### src/rtl/cache_axi_rd_arbiter.sv
// Read-burst arbiter: inst_cache (port 0) and data_cache (port 1) share one
// memory read channel; data side has priority with an inst starvation guard.
module cache_axi_rd_arbiter #(
  parameter int LEN_W        = 4,
  parameter int MAX_CONSEC_D = 4
) (
  input  logic             clk,
  input  logic             rst,
  input  logic [31:0]      s0_araddr,
  input  logic [LEN_W-1:0] s0_arlen,
  input  logic             s0_arvalid,
  output logic             s0_arready,
  output logic [31:0]      s0_rdata,
  output logic             s0_rvalid,
  output logic             s0_rlast,
  input  logic             s0_rready,
  input  logic [31:0]      s1_araddr,
  input  logic [LEN_W-1:0] s1_arlen,
  input  logic             s1_arvalid,
  output logic             s1_arready,
  output logic [31:0]      s1_rdata,
  output logic             s1_rvalid,
  output logic             s1_rlast,
  input  logic             s1_rready,
  output logic [31:0]      m_araddr,
  output logic [LEN_W-1:0] m_arlen,
  output logic             m_arvalid,
  input  logic             m_arready,
  input  logic [31:0]      m_rdata,
  input  logic             m_rvalid,
  input  logic             m_rlast,
  output logic             m_rready,
  output logic             grant_id,
  output logic             busy,
  output logic             len_err
);

  localparam int CW = $clog2(MAX_CONSEC_D + 1);

  typedef enum logic [1:0] {
    IDLE,
    ADDR,
    DATA
  } state_t;

  state_t           state_q, state_d;
  logic [31:0]      addr_q, addr_d;
  logic [LEN_W-1:0] len_q, len_d;
  logic [LEN_W-1:0] cnt_q, cnt_d;
  logic [CW-1:0]    consec_q, consec_d;
  logic             gnt_q, gnt_d;
  logic             err_q, err_d;

  logic pick0, pick1;
  logic sel_rready;
  logic in_data;
  logic beat;

  always_comb begin
    // Port 1 loses only when port 0 has waited out a full run of data grants.
    pick1 = s1_arvalid &&
            !(s0_arvalid && (consec_q == CW'(MAX_CONSEC_D)));
    pick0 = s0_arvalid && !pick1;
    in_data    = (state_q == DATA);
    sel_rready = gnt_q ? s1_rready : s0_rready;
    beat       = in_data && m_rvalid && sel_rready;

    state_d  = state_q;
    addr_d   = addr_q;
    len_d    = len_q;
    cnt_d    = cnt_q;
    consec_d = consec_q;
    gnt_d    = gnt_q;
    err_d    = 1'b0;

    unique case (state_q)
      IDLE: begin
        if (pick0 || pick1) begin
          addr_d  = pick1 ? s1_araddr : s0_araddr;
          len_d   = pick1 ? s1_arlen : s0_arlen;
          gnt_d   = pick1;
          cnt_d   = '0;
          state_d = ADDR;
          if (pick1 && s0_arvalid) begin
            if (consec_q != CW'(MAX_CONSEC_D))
              consec_d = consec_q + CW'(1);
          end else begin
            consec_d = '0;
          end
        end
      end
      ADDR: begin
        if (m_arready)
          state_d = DATA;
      end
      DATA: begin
        if (beat) begin
          cnt_d = cnt_q + LEN_W'(1);
          if (m_rlast) begin
            state_d = IDLE;
            err_d   = (cnt_q != len_q);
          end else if (cnt_q == len_q) begin
            err_d = 1'b1;
          end
        end
      end
      default: state_d = IDLE;
    endcase
  end

  always_ff @(posedge clk) begin
    if (rst) begin
      state_q  <= IDLE;
      addr_q   <= '0;
      len_q    <= '0;
      cnt_q    <= '0;
      consec_q <= '0;
      gnt_q    <= 1'b0;
      err_q    <= 1'b0;
    end else begin
      state_q  <= state_d;
      addr_q   <= addr_d;
      len_q    <= len_d;
      cnt_q    <= cnt_d;
      consec_q <= consec_d;
      gnt_q    <= gnt_d;
      err_q    <= err_d;
    end
  end

  assign s0_arready = (state_q == IDLE) && pick0;
  assign s1_arready = (state_q == IDLE) && pick1;

  assign m_araddr  = addr_q;
  assign m_arlen   = len_q;
  assign m_arvalid = (state_q == ADDR);
  assign m_rready  = in_data && sel_rready;

  assign s0_rvalid = in_data && !gnt_q && m_rvalid;
  assign s0_rlast  = in_data && !gnt_q && m_rlast;
  assign s0_rdata  = (in_data && !gnt_q) ? m_rdata : 32'h0;
  assign s1_rvalid = in_data && gnt_q && m_rvalid;
  assign s1_rlast  = in_data && gnt_q && m_rlast;
  assign s1_rdata  = (in_data && gnt_q) ? m_rdata : 32'h0;

  assign grant_id = gnt_q;
  assign busy     = (state_q != IDLE);
  assign len_err  = err_q;

endmodule

### config.mk
export PLATFORM = sky130hd
export DESIGN_NAME = cache_axi_rd_arbiter
export DESIGN_NICKNAME = d
export VERILOG_FILES = /design/src/rtl/cache_axi_rd_arbiter.sv
export SDC_FILE = /design/constraint.sdc
export NUM_CORES = 1
export LEC_CHECK = 0
export ABC_AREA = 1
export CAP_MARGIN = 10
export CORE_AREA = 3 3 85 87
export DETAILED_ROUTE_END_ITERATION = 8
export DIE_AREA = 0 0 88 90
export DONT_BUFFER_PORTS = 1
export GPL_TIMING_DRIVEN = 0
export PLACE_DENSITY = 0.65
export SETUP_SLACK_MARGIN = 0.4
export SLEW_MARGIN = 10
export SYNTH_ARGS = -nofsm -noshare
export SYNTH_HDL_FRONTEND = slang
export SYNTH_SLANG_ARGS = --single-unit
### constraint.sdc
create_clock -name clk -period 1.73 [get_ports clk]
set_input_delay 0.0865 -clock clk [delete_from_list [all_inputs] [get_ports clk]]
set_output_delay 0.0865 -clock clk [all_outputs]
set_load 0.02 [all_outputs]
==> results.yml <==
sta:
  fin_setup_tns_ns: 0
  report.final.slew_viol_count: 0
  finalCritPeriodShare_pct: 89.6
  skew_ns: 0.0109
  fmax_mhz: 645
  period_minus_slack_ns: 1.55
  setup_ws_ns: 0.179
  slew_headroom_pct: 58.4
  finalSetupViolCount: 0
  whs_ns: -0.0222
  rsz0062_at_grt: "true"
  tightestPinTransition_ns: 0.624
  hold_viol: 2
route:
  drc_errors: 0
  drtAntennaViolNets: 0
  detail_route.iter0.violations: 277
  first_pass_iters: 6
  avgViaCountPerCell: 5.70
  drt_wl_total_mm: 15.9
  num_vias: 4080
  routedWlPerCell_um: 22.3
cts:
  cts_tree: "done"
  clockRootBuffer: "clkbuf_8"
  cts.htree.levels: 2
  insertion_delay_ns: 0.31
  cts_sinks: 47
  cts_buffer_depth: 2
  clkTransAtPathRegs_ns: 0.09
  cts_made_buffers: 5
pwr:
  leakagePower_nw: 2.76
  powerDensity_mw_per_mm2: 647
  p_sw_share_pct: 40.0
  combPwrFrac_pct: 38.5
  p_clk_share_pct: 22.0
  power.internal_mw: 2.20
  seqPwrFrac_pct: 39.5
  switchingPower_mw: 1.47
  power.total_mw: 3.67
  ir_worst_vdd_mv: 0.567
synthesis:
  ys_ff_latch: 47
  syn_area_per_cell_um2: 5.61
  yosysWarnings: 0
  synthCells: 525
  synth_cell_type_count: 23
  synth_nets: 641
  syn_area_mm2: 0.00294
  ys_seq_area_share_pct: 32.0
worst_setup_path:
  reg2reg_from: "state_q[1]"
  worstSetupPathType: "flip-flop to primary output"
  cp_max_fo: 5
  crit_arrival_ns: 1.46
  critPathSlowestCell: "dfxtp_2"
  path_delay_family: "buffers and inverters"
  required_ns: 1.64
  path_buf_inv: 4
  cpMostUsedCell: "buf_12"
  path_cells: "inv_4 -> nand2_4 -> clkinv_8 -> nand2_8 -> buf_12 -> buf_12 -> nor2_4"
  critical_path.startpoint_type: "flip-flop"
  cp-startpoint: "state_q[0]"
  worstSetupEndpointType: "primary output"
  critPathMaxStageDelay_ns: 0.34
die:
  std_cell_rows: 29
  dieArea_mm2: 0.00792
  die_w_um: 88
  initial_core_util_pct: 45.8
  core_area_mm2: 0.00642
  io_pins: 224
  die_h_um: 90
grt:
  grt-ovfl-total: 0
  antenna_found_initial: 0
  grt_first_pass_wirelength_mm: 19.4
  grt_max_degree: 14
  gr-usage-all-layers_pct: 31.6
  grt_pass1_vias: 3515
final_layout:
  final_cell_mix: "nand2_1, inv_1, nor2_1, nor2_4, dlygate4sd3_1"
  n_antenna_cell: 0
  num-nets-final: 755
  finish.instance_area_mm2: 0.00567
  drive_above_1_share_pct: 38.3
  layout_commonest_cell: "nand2_1"
  fillers: 306
  syn2layout_area_growth_pct: 92.8
outcome:
  failed_checks: "negative hold slack"
  status: "finished, violations left"
placed_design:
  portBuffers: 0
  place_congestion: 0.868
  place_ws_ns: 0.174
  detailed_place_hpwl_mm: 7.59
  placed_area_mm2: 0.00304
worst_hold_path:
  hp-start: "s0_araddr[1]"
  min_path_type: "input port to flip-flop"
flow_run:
  timing.max_cap.violations: 0
## sequential cells by signal (all words and copies together), names as in the netlist
signal,cells
cnt_q,4
consec_q,3
grant_id,1
len_err,1
m_araddr,32
m_arlen,4
state_q,2
## power by group through the flow
stage | sequential, mW | clock, mW | combinational (mW)
floorplan | 1.42 | 0 | 0.571
finish | 1.45 | 0.808 | 1.42
detailed placement | 1.45 | 0 | 0.695
global placement | 1.45 | 0 | 0.682
CTS | 1.44 | 0.806 | 1.05
global route | 1.46 | 0.841 | 1.51
## synth_stat cells
library cell | n | area share (%)
nor2_1 | 143 | 18
nor3_1 | 1 | 0.17
buf_2 | 13 | 2.2
inv_1 | 91 | 12
xnor2_1 | 1 | 0.30
a21oi_1 | 12 | 2.0
buf_1 | 1 | 0.13
buf_4 | 6 | 1.5
o21ai_1 | 1 | 0.17
o21ai_0 | 2 | 0.34
nand4_1 | 3 | 0.64
dfxtp_1 | 47 | 32
nor2_8 | 1 | 0.68
nand2_2 | 1 | 0.21
xor2_1 | 2 | 0.60
nand3_1 | 43 | 7.3
buf_6 | 3 | 1.1
inv_2 | 2 | 0.26
nand2_1 | 143 | 18
ha_1 | 3 | 1.3
o22ai_1 | 1 | 0.21
clkbuf_1 | 4 | 0.51
nor2_2 | 1 | 0.21
## worst paths after layout
kind	slack (ns)	depth (start not counted)	to
worst max register to register	0.22	7	m_araddr[9]
worst min-delay path	-0.02	4	m_araddr[1]
worst min register to register	0.53	2	consec_q[2]
worst max-delay path	0.18	7	s0_rdata[18]
## per-stage QoR
stage	utilization (%)	std cells
final	88.3	716
after global routing	88.3	716
after CTS	73.7	681
after detailed placement	47.4	602
after global placement	47.4	602
after floorplan	-	525
## metal layers
metal  global-route usage [%]  vias to the layer above  wire length, um
met5                        0                        -                0
met4                     16.2                        0             1060
met3                     11.1                       98             1640
met2                     53.8                      323             8050
met1                     33.6                     1885             5200
li1                         -                     1774                -
## worst register-to-register path, stage by stage, from the launching register on
cell and delay (ns):
dfxtp_4 0.37, inv_1 0.17, nand2_8 0.15, nor2_8 0.21
buf_4 0.25, nand3_2 0.11, nand2_1 0.10, inv_1 0.06
## repair_timing
| item | in CTS | in global routing |
|---|---|---|
| setup buffers | 13 | 12 |
| pin swaps | 21 | 80 |
| gates cloned | 12 | 4 |
| hold buffers | 47 | 19 |
| endpoints found under the hold margin | 33 | 18 |
| setup endpoints to repair | 114 | 117 |
| resized for setup | 218 | 151 |
## cell families after synthesis
logic type	count (synthesis)	synth area share, %
fa+ha+maj	3	1.28
flops	47	32.0
compound gates	16	2.76
buf+inv	120	17.4
xor+xnor	3	0.893
simple gates	336	45.7
## cell type report
type	count	area, um2	share of cell area [%]
clock inverters	1	30.0	0.529
clock buffers	6	72.6	1.28
flip-flops and latches	47	952	16.8
plain buffers	27	339	5.98
well taps	77	96.3	1.70
repair buffers	104	1220	21.4
inverters	93	374	6.59
multi-input cells	361	2590	45.7
No activity file was read; power rests on OpenSTA's default activity.
